===== src/rtl/count_sched_pkg.sv =====
// Shared types and default sizes for the round-robin slot scheduler.
package count_sched_pkg;

    typedef enum logic [1:0] {
        IDLE = 2'd0,
        LOAD = 2'd1,
        RUN  = 2'd2,
        DONE = 2'd3
    } sched_state_t;

    localparam int NREQ_DEF = 4;
    localparam int W_DEF    = 5;

endpackage


===== src/rtl/count_sched_if.sv =====
// Requester-side bundle: level requests, packed lengths, abort, and the scheduler's responses.
interface count_sched_if
    import count_sched_pkg::*;
#(
    parameter int NREQ = NREQ_DEF,
    parameter int W    = W_DEF
);
    logic [NREQ-1:0]   req;
    logic [NREQ*W-1:0] len;
    logic              abort;
    logic [NREQ-1:0]   gnt;
    logic              busy;
    logic [NREQ-1:0]   done;
    logic [W-1:0]      count;

    modport master (
        output req, len, abort,
        input  gnt, busy, done, count
    );

    modport slave (
        input  req, len, abort,
        output gnt, busy, done, count
    );
endinterface


===== src/rtl/count_sched_slot_counter.sv =====
// W-bit wrapping up-counter; reset beats load, load beats enable.
module slot_counter
    import count_sched_pkg::*;
#(
    parameter int W = W_DEF
) (
    input  logic         clk,
    input  logic         rst_,
    input  logic         i_load,
    input  logic         i_enable,
    input  logic [W-1:0] i_data,
    output logic [W-1:0] o_count
);
    logic [W-1:0] r_count;

    always_ff @(posedge clk) begin
        if (!rst_) begin
            r_count <= '0;
        end else if (i_load) begin
            r_count <= i_data;
        end else if (i_enable) begin
            r_count <= r_count + 1'b1;
        end
    end

    assign o_count = r_count;
endmodule


===== src/rtl/count_sched.sv =====
// Round-robin scheduler sharing one slot_counter among NREQ requesters for len-cycle slots.
module count_sched
    import count_sched_pkg::*;
#(
    parameter int NREQ = NREQ_DEF,
    parameter int W    = W_DEF
) (
    input  logic         clk,
    input  logic         rst_,
    count_sched_if.slave bus
);
    localparam int PW = (NREQ > 1) ? $clog2(NREQ) : 1;

    sched_state_t  r_state;
    sched_state_t  w_nextState;
    logic [PW-1:0] r_ptr;
    logic [PW-1:0] r_idx;
    logic [W-1:0]  r_lenQ;
    logic [PW-1:0] w_pick;
    logic [PW-1:0] w_idxNext;
    logic [W-1:0]  w_lenM1;
    logic [W-1:0]  w_count;
    logic [NREQ-1:0] w_idxOneHot;
    logic          w_any;
    logic          w_last;
    logic          w_load;
    logic          w_enable;

    // Scan from ptr upward; descending loop so the nearest set bit is the last to win.
    always_comb begin
        int c;
        w_pick = r_ptr;
        w_any  = |bus.req;
        for (int k = NREQ - 1; k >= 0; k--) begin
            c = int'(r_ptr) + k;
            if (c >= NREQ) begin
                c = c - NREQ;
            end
            if (bus.req[c]) begin
                w_pick = PW'(c);
            end
        end
    end

    assign w_idxNext   = (int'(r_idx) == NREQ - 1) ? '0 : r_idx + 1'b1;
    assign w_lenM1     = r_lenQ - 1'b1;
    assign w_last      = (w_count == w_lenM1);
    assign w_idxOneHot = {{(NREQ-1){1'b0}}, 1'b1} << r_idx;

    always_ff @(posedge clk) begin
        if (!rst_) begin
            r_state <= IDLE;
            r_ptr   <= '0;
            r_idx   <= '0;
            r_lenQ  <= '0;
        end else begin
            r_state <= w_nextState;
            if (r_state == IDLE && w_any) begin
                r_idx  <= w_pick;
                r_lenQ <= bus.len[w_pick*W +: W];
            end
            if (r_state == DONE || ((r_state == LOAD || r_state == RUN) && bus.abort)) begin
                r_ptr <= w_idxNext;
            end
        end
    end

    // Abort cancels both the load and the count step so the counter freezes where it was.
    always_comb begin
        w_nextState = r_state;
        w_load      = 1'b0;
        w_enable    = 1'b0;
        unique case (r_state)
            IDLE: begin
                if (w_any) begin
                    w_nextState = LOAD;
                end
            end
            LOAD: begin
                if (bus.abort) begin
                    w_nextState = IDLE;
                end else begin
                    w_load      = 1'b1;
                    w_nextState = RUN;
                end
            end
            RUN: begin
                if (bus.abort) begin
                    w_nextState = IDLE;
                end else if (w_last) begin
                    w_nextState = DONE;
                end else begin
                    w_enable = 1'b1;
                end
            end
            DONE: begin
                w_nextState = IDLE;
            end
            default: begin
                w_nextState = IDLE;
            end
        endcase
    end

    slot_counter #(.W(W)) u_counter (
        .clk      (clk),
        .rst_     (rst_),
        .i_load   (w_load),
        .i_enable (w_enable),
        .i_data   ('0),
        .o_count  (w_count)
    );

    assign bus.gnt   = (r_state == LOAD || r_state == RUN) ? w_idxOneHot : '0;
    assign bus.done  = (r_state == DONE) ? w_idxOneHot : '0;
    assign bus.busy  = (r_state != IDLE);
    assign bus.count = w_count;
endmodule


===== src/flat_wrapper.sv =====
// flat-port wrapper written by rule: the top's interface ports become plain ports
module count_sched_flat import count_sched_pkg::*;
#(
    parameter int NREQ = NREQ_DEF,
    parameter int W    = W_DEF
)
  (clk, rst_, bus_req, bus_len, bus_abort, bus_gnt, bus_busy, bus_done, bus_count);
  count_sched_if #(.NREQ(NREQ), .W(W)) bus_i ();
  input  logic clk;
  input  logic rst_;
  input wire logic [$bits(bus_i.req)-1:0] bus_req;
  input wire logic [$bits(bus_i.len)-1:0] bus_len;
  input wire logic [$bits(bus_i.abort)-1:0] bus_abort;
  output wire logic [$bits(bus_i.gnt)-1:0] bus_gnt;
  output wire logic [$bits(bus_i.busy)-1:0] bus_busy;
  output wire logic [$bits(bus_i.done)-1:0] bus_done;
  output wire logic [$bits(bus_i.count)-1:0] bus_count;
  assign bus_i.req = bus_req;
  assign bus_i.len = bus_len;
  assign bus_i.abort = bus_abort;
  assign bus_gnt = bus_i.gnt;
  assign bus_busy = bus_i.busy;
  assign bus_done = bus_i.done;
  assign bus_count = bus_i.count;
  count_sched #(.NREQ(NREQ), .W(W)) u_core (.clk(clk), .rst_(rst_), .bus(bus_i));
endmodule

===== config.mk =====
export PLATFORM = sky130hd
export DESIGN_NAME = count_sched_flat
export DESIGN_NICKNAME = d
export VERILOG_FILES = /design/src/rtl/count_sched_pkg.sv /design/src/rtl/count_sched_if.sv /design/src/rtl/count_sched_slot_counter.sv /design/src/rtl/count_sched.sv /design/src/flat_wrapper.sv
export SDC_FILE = /design/constraint.sdc
export NUM_CORES = 1
export LEC_CHECK = 0
export ABC_CLOCK_PERIOD_IN_PS = 2810
export CORE_MARGIN = 5
export CORE_UTILIZATION = 48
export DETAILED_ROUTE_END_ITERATION = 10
export PLACE_DENSITY = 0.84
export SLEW_MARGIN = 10
export SYNTH_ARGS = -nofsm -noshare
export SYNTH_HDL_FRONTEND = slang
export SYNTH_SLANG_ARGS = --single-unit

===== constraint.sdc =====
create_clock -name clk -period 2.81 [get_ports clk]
set_input_delay 0.281 -clock clk [delete_from_list [all_inputs] [get_ports clk]]
set_output_delay 0.281 -clock clk [all_outputs]
set_load 0.02 [all_outputs]

# After elaboration in Yosys (flattened, before gate mapping)
# Index checks and enable logic that the tools add are counted.
[totals]
out_inout_bits = 14
register_bits = 16
in_bits = 27
wordCells = 76
[classes]
n_eq_ne = 7
n_bitwise = 1
n_reduce_logical = 9
add_sub_neg = 10
n_shift = 2
n_lt_le_gt_ge = 8
muxes = 33
multipliers = 1
[op_table]
columns = ["op", "count"]
rows = [
  ["$lt 32x4->1 const B", 4],
  ["$mux 32", 4],
  ["$ge 32x4->1 const B", 3],
  ["$sub 32x4->32 const B", 3],
  ["$shiftx 20x6->5", 1],
  ["$mux 2", 9],
  ["$mux 1", 13],
  ["$bmux 1 s2", 4],
  ["$mux 4", 2],
  ["$pmux 2 s4", 1],
  ["$add 2x2->3 const B", 2],
  ["$add 5x1->5 const B", 1],
  ["$eq 5x5->1", 1],
  ["$mul 2x3->5 const B", 1],
  ["$sub 5x1->5 const B", 1],
  ["$eq 2x1->1 const B", 2],
  ["$eq 2x2->1 const B", 2],
  ["$reduce_or 4->1", 1],
  ["$shl 1x2->4 const A", 1],
  ["$sub 2x3->4 const B", 1],
  ["$add 2x1->3 const B", 1],
  ["$ge 2x3->1 const B", 1],
  ["$ne 3x2->1 const B", 1],
  ["$add 2x1->2 const B", 1],
  ["other kinds (8)", 10],
]

# Logic depth before layout (Yosys ltp)
# Gate-level depths: netlist of the first run.
[depth]
ltp_word = 12
depth_mapped = 8

# Cells and area by module
# Synthesis of the first run repeated with hierarchy kept, for this count alone.
[unflattened]
cells_unflattened = 140
hier_area_um2 = 1198.6
[modules_own_cells]
columns = ["module", "area_each_um2", "n_inst", "cells_per_inst"]
rows = [
  ["count_sched", 960.9, 1, 113],
  ["slot_counter", 237.7, 1, 27],
]

# Worst setup path before layout of the first run
# OpenSTA, ideal clock, no wires.
[synth_timing]
kind = "register to register"
startpoint = "reg u_core.r_lenQ[0]"
endpoint = "reg u_core.r_state[0]"
setup_slack_ns = 1.093
synth_period_minus_slack_ns = 1.717
t_arrival_ns = 1.622
t_required_ns = 2.715
setup_time_ns = 0.095
path_stages_with_launch = 9
n_path_buf = 1
cell_sequence = "dfxtp_1 inv_1 ha_1 xnor2_1 a211oi_1 o211a_1 buf_6 o21ai_1 a221oi_1"
[synth_between]
elab_chain_len = 4
[synth_lines]
columns = ["element", "line", "source"]
rows = [
  ["start: declaration", "count_sched.sv:18", "logic [W-1:0] r_lenQ;"],
  ["start signal: assignment", "count_sched.sv:60", "r_lenQ <= bus.len[w_pick*W +: W];"],
  ["$sub 5x1->5", "count_sched.sv:46", "assign w_lenM1 = r_lenQ - 1'b1;"],
  ["$eq 5x5->1", "count_sched.sv:47", "assign w_last = (w_count == w_lenM1);"],
  ["$ne 3x2->1 (no source line)", "--", ""],
  ["$reduce_and 2->1 (no source line)", "--", ""],
  ["end signal: assignment", "count_sched.sv:57", "r_state <= w_nextState;"],
  ["end: declaration", "count_sched.sv:14", "sched_state_t r_state;"],
]
# Every way passes these cells.
# A chain may end at the register's enable or synchronous reset.

# Worst setup path after layout of the first run
[layout_timing]
startpoint = "reg u_core.r_state[1]"
endpoint = "out bus_gnt[1]"
[layout_between]
elab_chain_len = 3
elab_cells_between_ends = 4
classes_between = "2 x eq/ne; 1 x mux; 1 x reduce/logical"
[layout_lines]
columns = ["element", "line", "source"]
rows = [
  ["$eq 2x1->1 or $eq 2x2->1 (tied branches)", "count_sched.sv:114", "assign bus.gnt = (r_state == LOAD || r_state == RUN) ? w_idxOneHot : '0;"],
  ["$logic_or 1x1->1 (*)", "count_sched.sv:114", ""],
  ["$mux 4 (*)", "count_sched.sv:114", ""],
  ["end: declaration", "flat_wrapper.sv:14", "output wire logic [$bits(bus_i.gnt)-1:0] bus_gnt;"],
]
# Every way passes the cells marked *; elsewhere a longest branch is shown, timed or not.

==> reports/results.ini, run 1 <==
[route]
viasPerCell=5.66
routedWlPerCell_um=14.2
drc=0
drtAntennaViolNets=0
num_vias=1200
drtIter0Drc=46
routed_wl_um=3010
drt-pass1-iter-count=4

[clocking]
cts_setup_buffers=0
htreeDepth=1
post_cts_resized=0
cts_buffers=3
clkLatencyLatePin_ns=0.29
root_buffer=clkbuf_4
postCtsHoldBufs=0
cts_tree=yes
clockBufferDepth=2
cts_sinks=16
clkSlewWorstSetupHoldPaths_ns=0.09

[logic_synthesis]
avgSynthCellArea_sq_um=8.29
synthFlopType=dfxtp_1
yosysUniqueCellTypes=36
ys_warn_count=0
mappedNetlistArea_sq_um=1180
yosysSeqAreaShare_pct=27.0
async_reset_ff_share_pct=0
synth_seq_cells=16
synth_edf_count=0
synth_cells=143
syn_nets=180

[critical_path]
end_kind=primary output
worstPathCellList=inv_1, ha_1, and2_1, clkdlybuf4s50_1
worst_setup_path_start_kind=register
path_max_fanout=5
critPathKind=reg -> out
cp.required_ns=2.53
slowest_stage=clkdlybuf4s50_1
max_stage_delay_ns=0.61
worstPathArrival_ns=1.92

[timing]
holdWs_ns=0.525
fin_crit_ns=2.20
timing.slew.headroom_pct=68.7
skew_ns=0.00224
rsz0062_at_grt=false
period_share_pct=78.4
setup_violations=0
setup_tns_ns=0
hold_violations=0
slew_violations=0
timing.final.ws_setup_ns=0.608
fmax_ghz=0.454
tightest_slew_ns=0.463

[floorplan]
start_util_pct=49.2
die_w_um=59.7
die_h_um=59.7
num_rows=18
die-area_sq_um=3560
io_pins=41
fp.coreArea_sq_um=2410

[placement]
place_ws_ns=0.681
place.gp.congestion=0.815
portBuffers=40
post-dp-hpwl_um=2500

[grt]
grt_pass1_wl_um=5180
grt_pass1_vias=1232
grt_max_degree=13
grt.overflow.total=0
antenna_found_initial=0
grt.total_usage_pct=18.7

[power_and_ir_drop]
vdd_drop_max_mv=0.356
p_sw_share_pct=30.3
power_uw=604
p_leak_nw=0.628
internal_power_uw=421
power.share.clock_pct=25.6
p_seq_share_pct=43.3
power.density_nw_per_um2=370
switchingPower_uw=183
pwr-share-comb_pct=31.1

[hold_path]
hold_class=reg -> reg

[final_layout]
syn_to_final_growth_pct=37.6
diodes=0
layout-drive-gt1-share_pct=3.30
final_nets=220

[run]
timing.max_cap.violations=0

[status]
status=finished, final reports clean

-- critical path, delay by kind of cell (launching register included) --
| family | cells | cell delay (ns) |
|---|---|---|
| buffers and inverters | 2 | 0.70 |
| DFF | 1 | 0.44 |
| adders and majority gates | 1 | 0.34 |
| and+or+nand+nor | 1 | 0.15 |
-- power by group through the flow --
stage | registers [mW] | clock network, mW | logic, mW
5_1_grt | 0.264 | 0.174 | 0.208
4_1_cts | 0.261 | 0.160 | 0.189
3_5_place_dp | 0.266 | 0 | 0.188
3_3_place_gp | 0.265 | 0 | 0.179
2_1_floorplan | 0.261 | 0 | 0.119
6_report | 0.261 | 0.155 | 0.188
-- state kept, by name, summed over array words and instances (netlist names) --
register                  cells
u_core.r_lenQ                 5
u_core.u_counter.o_count      5
u_core.r_state                2
u_core.r_ptr                  2
u_core.r_idx                  2
-- through the flow --
stage | area, sq um | utilization (%) | instances
2_1_floorplan | 1180 | - | 143
3_3_place_gp | 1590 | 66.1 | 208
3_5_place_dp | 1590 | 66.1 | 208
4_1_cts | 1630 | 67.7 | 212
5_1_grt | 1630 | 67.7 | 212
6_report | 1630 | 67.7 | 212
-- layout make-up --
class	instances	area, sq um
sequential	16	320
tap	30	37.5
inverter	9	33.8
clock buffer	4	36.3
fill	201	779
timing repair buffer	40	400
multi-input combinational	113	802
-- path summary, 6_finish.rpt --
check,from,end,slack [ns],depth (start not counted)
min reg2reg,u_core.r_idx[1],u_core.r_idx[1],0.52,2
max,u_core.r_state[1],bus_gnt[1],0.61,4
min,u_core.r_idx[1],u_core.r_idx[1],0.52,2
max reg2reg,u_core.r_lenQ[0],u_core.r_state[0],0.88,7
-- kinds of logic after synthesis --
| group | count (synthesis) | synth area share, % |
|---|---|---|
| buffers and inverters | 14 | 5.28 |
| flip-flops | 16 | 27.0 |
| XOR/XNOR | 6 | 4.44 |
| multiplexers | 11 | 9.29 |
| adder cells (fa/ha/maj) | 10 | 10.6 |
| AO/OA/AOI/OAI | 35 | 19.2 |
| AND/OR/NAND/NOR | 51 | 24.2 |
-- layer usage --
layer | share of wire [%] | wire, um | vias to the layer above | GRT usage, %
li1 | - | - | 600 | -
met5 | 0 | 0 | - | 0
met1 | 41 | 1230 | 574 | 21.4
met2 | 54 | 1620 | 22 | 34.1
met3 | 4.0 | 119 | 4 | 3.89
met4 | 1.0 | 31 | 0 | 5.70
-- Yosys cell counts, types with 2 or more instances --
master    number  area share [%]
nand3b_1       2             1.3
nand2_1        9             2.9
or3_1          5             2.6
clkbuf_1       2            0.63
and2_1         8             4.2
xnor2_1        3             2.2
inv_1          9             2.9
o21ai_1        2            0.84
buf_2          2            0.84
nand2b_1       3             1.6
nor2b_1        4             2.1
dfxtp_1       16              27
nor3_1         4             1.7
nand3_1        6             2.5
mux2i_1       11             9.3
nand4_1        2             1.1
o221ai_1       5             3.7
nor2_1         5             1.6
a21oi_1       12             5.1
o21ai_0        6             2.5
xor2_1         3             2.2
ha_1          10              11
-- cells in the final DEF (no fill, tap or decap), drive strengths merged, types with 2 or more instances in the layout --
master	count
clkdlybuf4s50	40
dfxtp	16
a21oi	12
mux2i	11
ha	10
inv	9
nand2	9
and2	8
o21ai	8
nand3	6
nor2	5
or3	5
o221ai	5
nor3	4
nor2b	4
clkbuf	4
nand2b	3
xor2	3
xnor2	3
nand3b	2
nand4	2
(Power assumes the default switching activity.)
==> run 2: changes to the inputs <==
--- a/config.mk
+++ b/config.mk
@@ -5,11 +5,11 @@
 export SDC_FILE = /design/constraint.sdc
 export NUM_CORES = 1
 export LEC_CHECK = 0
-export ABC_CLOCK_PERIOD_IN_PS = 2810
+export ABC_CLOCK_PERIOD_IN_PS = 1800
 export CORE_MARGIN = 5
-export CORE_UTILIZATION = 48
+export CORE_UTILIZATION = 40
 export DETAILED_ROUTE_END_ITERATION = 10
-export PLACE_DENSITY = 0.84
+export PLACE_DENSITY = 0.75
 export SLEW_MARGIN = 10
 export SYNTH_ARGS = -nofsm -noshare
 export SYNTH_HDL_FRONTEND = slang
==> constraint.sdc (replaced) <==
create_clock -name clk -period 1.8 [get_ports clk]
set_input_delay 0.18 -clock clk [delete_from_list [all_inputs] [get_ports clk]]
set_output_delay 0.18 -clock clk [all_outputs]
set_load 0.02 [all_outputs]
==> run 2 against run 1 <==
Compared with the run above: largest cell class unchanged; critical path type is now reg -> reg; global-route usage fell by 1.8 points; sequential cell count did not move; clock skew rose by 0.0034 ns; clock-buffer cell count did not move; routed wire length rose by 13%; highest routed layer unchanged; worst setup slack got worse by 0.55 ns; worst hold slack improved by 0.012 ns; cell count rose by 9.9%; critical path depth rose by 4; clock power rose by 61%.
==> reports/results.ini, run 2 (synthesis results as in run 1) <==
[route]
num_vias=1245
drc=0
routed_wl_um=3410
drt-pass1-iter-count=4
viasPerCell=5.34
routedWlPerCell_um=14.6
drtIter0Drc=59
drtAntennaViolNets=0

[timing]
rsz0062_at_grt=true
skew_ns=0.00565
slew_violations=0
period_share_pct=97.0
fin_crit_ns=1.75
tightest_slew_ns=0.322
timing.final.ws_setup_ns=0.0545
hold_violations=0
fmax_ghz=0.573
setup_violations=0
timing.slew.headroom_pct=78.3

[floorplan]
io_pins=41
num_rows=19
start_util_pct=42.2
die_h_um=64.4
die_w_um=64.4
fp.coreArea_sq_um=2810
die-area_sq_um=4150

[clocking]
root_buffer=clkbuf_4
cts_tree=yes
cts_sinks=16
clkSlewWorstSetupHoldPaths_ns=0.10
cts_buffers=3
htreeDepth=1
postCtsHoldBufs=0
clockBufferDepth=2
clkLatencyLatePin_ns=0.29

[power_and_ir_drop]
power_mw=1.05
power.density_nw_per_um2=570
p_leak_nw=0.783
vdd_drop_max_mv=0.296

[final_layout]
syn_to_final_growth_pct=56.1
utilization_pct=65.9
final-seq-area_sq_um=324
mostFrequentLayoutCells=clkdlybuf4s50_1, buf_4, dfxtp_1
multi_input_area_sq_um=871
nFillCells=250
final_nets=240
diodes=0
final_common_cell=clkdlybuf4s50_1
layout-drive-gt1-share_pct=21.8

[critical_path]
worst_setup_path_start_kind=register
critPathKind=reg -> reg
slowest_stage=or3_1
cp-startpoint=u_core.r_lenQ[0]
r2r-start=u_core.r_lenQ[0]
worstPathBufferInverterCount=3
worstPathCellList=buf_4, buf_4, xnor2_1, a211oi_2, o211a_1, buf_4, or3_1, a21oi_2
cp_common_cell=buf_4
cp_top_family=buffers and inverters
path_max_fanout=6
worstPathArrival_ns=1.98
end_kind=register
max_stage_delay_ns=0.36
cp.required_ns=2.04

[placement]
place.gp.congestion=0.719
place_ws_ns=-0.143
post-dp-hpwl_um=2640
portBuffers=40

[grt]
grt_max_degree=10
grt.total_usage_pct=16.8
antenna_found_initial=0
grt.overflow.total=0
grt_pass1_wl_um=5690
grt_pass1_vias=1283

[hold_path]
min_from=u_core.r_idx[1]
hold_class=reg -> reg

[run]
timing.max_cap.violations=0

[status]
status=finished, final reports clean

==> run 2: what timing repair did <==
action,4_1_cts,5_1_grt
buffers inserted,4,2
endpoints found under the setup margin,13,10
resized for setup,12,21
pin swaps,4,7
==> run 2: final cells by class <==
type	count	share of cell area, %
Inverter	9	1.83
Tap cell	31	2.10
Timing Repair Buffer	60	29.5
Sequential cell	16	17.5
Multi-Input combinational cell	113	47.1
Clock buffer	4	1.96
==> run 2: layer usage <==
layer	vias to the layer above	global-route usage, %	wire (um)
met5	-	0	0
met4	0	4.49	58
met3	6	4.66	174
met2	36	29.6	1770
met1	563	20.1	1420
li1	640	-	-
==> run 2: through the flow <==
step | cells | setup TNS (ns) | hold slack (ns) | cell area [sq um]
3_5_place_dp | 223 | -0.843 | 0.508 | 1710
5_1_grt | 233 | -0.133 | 0.555 | 1850
4_1_cts | 231 | 0 | 0.527 | 1780
6_report | 233 | 0 | 0.537 | 1850
2_1_floorplan | 143 | 0 | 0.380 | 1180
3_3_place_gp | 223 | -0.0209 | 0.497 | 1710
==> run 2: power breakdown <==
part | switching [mW] | total [mW] | leakage (nW) | internal [mW]
clock network | 0.125 | 0.249 | 0.0210 | 0.123
logic | 0.170 | 0.396 | 0.630 | 0.226
registers | 0.0284 | 0.409 | 0.132 | 0.381
==> run 2: final timing paths <==
check / endpoint / slack [ns] / depth (start not counted)
worst max register to register: u_core.u_counter.o_count[4] / 0.05 / 8
worst min register to register: u_core.r_idx[1] / 0.54 / 2
worst min-delay path: u_core.r_idx[1] / 0.54 / 2
worst max-delay path: u_core.u_counter.o_count[4] / 0.05 / 8
==> run 2: worst reg2reg max path, stage by stage, from the launching register on <==
cell,delay (ns)
dfxtp_2,0.34
buf_4,0.12
buf_4,0.14
xnor2_1,0.20
a211oi_2,0.07
o211a_1,0.17
buf_4,0.16
or3_1,0.36
a21oi_2,0.12
==> run 3: changes to the inputs <==
--- a/config.mk
+++ b/config.mk
@@ -7,9 +7,10 @@
 export LEC_CHECK = 0
 export ABC_CLOCK_PERIOD_IN_PS = 1800
 export CORE_MARGIN = 5
-export CORE_UTILIZATION = 40
+export CORE_UTILIZATION = 56
 export DETAILED_ROUTE_END_ITERATION = 10
-export PLACE_DENSITY = 0.75
+export DONT_BUFFER_PORTS = 1
+export PLACE_DENSITY = 0.74
 export SLEW_MARGIN = 10
 export SYNTH_ARGS = -nofsm -noshare
 export SYNTH_HDL_FRONTEND = slang
==> run 3 against run 2 <==
Compared with the run above: global-route usage increased by 1.6 points; routed wire length decreased by 17%; via count decreased by 14%; critical endpoint is now u_core.r_lenQ[2].
==> reports/results.ini, run 3 (synthesis results as in run 1) <==
[status]
status=finished, final reports clean

[power_and_ir_drop]
power.density_nw_per_um2=647
p_leak_nw=0.524
vdd_drop_max_mv=0.711
p_seq_share_pct=48.1
switchingPower_uw=271
p_sw_share_pct=32.1
pwr-share-comb_pct=29.4
power.share.clock_pct=22.5
internal_power_uw=574

[timing]
slew_violations=0
timing.slew.headroom_pct=63.5
fmax_ghz=0.569
hold_violations=0
setup_violations=0
skew_ns=0.00512
rsz0062_at_grt=false
tightest_slew_ns=0.540
period_share_pct=97.7
fin_crit_ns=1.76
setup_tns_ns=0

[final_layout]
nFillCells=168
diodes=0
mostFrequentLayoutCells=dfxtp_1, a21oi_1, mux2i_1
final_nets=189
utilization_pct=65.9
syn_to_final_growth_pct=10.2
layout-drive-gt1-share_pct=12.0
final_common_cell=dfxtp_1

[critical_path]
max_stage_delay_ns=0.53
worstPathBufferInverterCount=0
worstPathCellList=nor3_1, o41ai_1, nand3_1, o221ai_1
r2r_cells=4
worst_setup_path_start_kind=register
end_kind=register
path_max_fanout=7
worstPathArrival_ns=1.96
cp_top_family=compound AO/OA/AOI/OAI gates
critPathKind=reg -> reg
slowest_stage=o41ai_1
cp.required_ns=2.00
crit_cells=4

[route]
routed_wl_um=2850
drc=0
routedWlPerCell_um=16.1
drtIter0Drc=21
drtAntennaViolNets=0
num_vias=1070
viasPerCell=6.05
drt-pass1-iter-count=6

[floorplan]
fp.coreArea_sq_um=1980
die_w_um=56
die_h_um=56
num_rows=16
die-area_sq_um=3140
start_util_pct=59.8
io_pins=41

[grt]
grt_pass1_vias=1103
antenna_found_initial=0
grt.total_usage_pct=18.5
grt_pass1_wl_um=4690
grt_max_degree=12
grt.overflow.total=0

[clocking]
cts_sinks=16
cts_tree=yes
htreeDepth=1
clkSlewWorstSetupHoldPaths_ns=0.09
root_buffer=clkbuf_4
clockBufferDepth=2
postCtsHoldBufs=0
cts_buffers=3
clkLatencyLatePin_ns=0.29

[hold_path]
hold_class=in -> reg
min_path_cells=2

[placement]
post-dp-hpwl_um=2250
place.gp.congestion=0.778
portBuffers=0

[run]
timing.max_cap.violations=0

## run 3: cell count changes in the layout (fill, tap and decap cells not counted), sizes merged
cell,before,now
clkdlybuf4s15,1,0
clkdlybuf4s50,31,0
dlygate4sd2,5,0
clkbuf,7,3
buf,20,9
## run 3: power groups by stage
stage | sequential, mW | combinational, mW | clock [mW]
finish | 0.407 | 0.249 | 0.190
global route | 0.410 | 0.276 | 0.216
CTS | 0.404 | 0.229 | 0.195
detailed placement | 0.413 | 0.228 | 0
global placement | 0.411 | 0.219 | 0
floorplan | 0.407 | 0.185 | 0
## run 3: what timing repair did
| item | CTS | global route |
|---|---|---|
| resized for setup | 0 | 4 |
| setup endpoints to repair | 0 | 6 |
| setup buffers | 0 | 0 |
## run 3: worst paths after layout
check / endpoint / start / slack, ns
setup / recovery: u_core.r_lenQ[2] / u_core.r_ptr[1] / 0.04
hold / removal: u_core.r_lenQ[0] / rst_ / 0.04
setup reg to reg: u_core.r_lenQ[2] / u_core.r_ptr[1] / 0.04
hold reg to reg: u_core.r_idx[1] / u_core.r_idx[1] / 0.52
## run 3: routing by layer
| metal | track usage (%) | vias up | share of wire, % | wire (um) |
|---|---|---|---|---|
| met5 | 0 | - | 0 | 0 |
| met4 | 6.10 | 0 | 1.6 | 46 |
| met3 | 7.89 | 7 | 5.9 | 168 |
| met2 | 34.1 | 26 | 54 | 1540 |
| met1 | 18.3 | 504 | 39 | 1100 |
| li1 | - | 533 | - | - |
## run 3: layout make-up
| cell class | count | area [sq um] | area share, % |
|---|---|---|---|
| clock buffer | 3 | 22.5 | 1.72 |
| inverter | 9 | 33.8 | 2.59 |
| multi-input combinational | 113 | 827 | 63.3 |
| sequential | 16 | 322 | 24.6 |
| tap | 27 | 33.8 | 2.59 |
| timing repair buffer | 9 | 67.6 | 5.17 |
## run 3: through the flow
step / power [mW] / instances / hold WS [ns] / instance area [sq um] / setup slack (ns)
2_1_floorplan: 0.592 / 143 / 0.380 / 1180 / 0.0827
3_3_place_gp: 0.630 / 174 / 0.335 / 1260 / 0.126
3_5_place_dp: 0.641 / 174 / 0.340 / 1260 / 0.0371
4_1_cts: 0.828 / 177 / 0.0306 / 1280 / 0.00630
5_1_grt: 0.902 / 177 / 0.0459 / 1310 / 0.00140
6_report: 0.845 / 177 / 0.0351 / 1310 / 0.0422
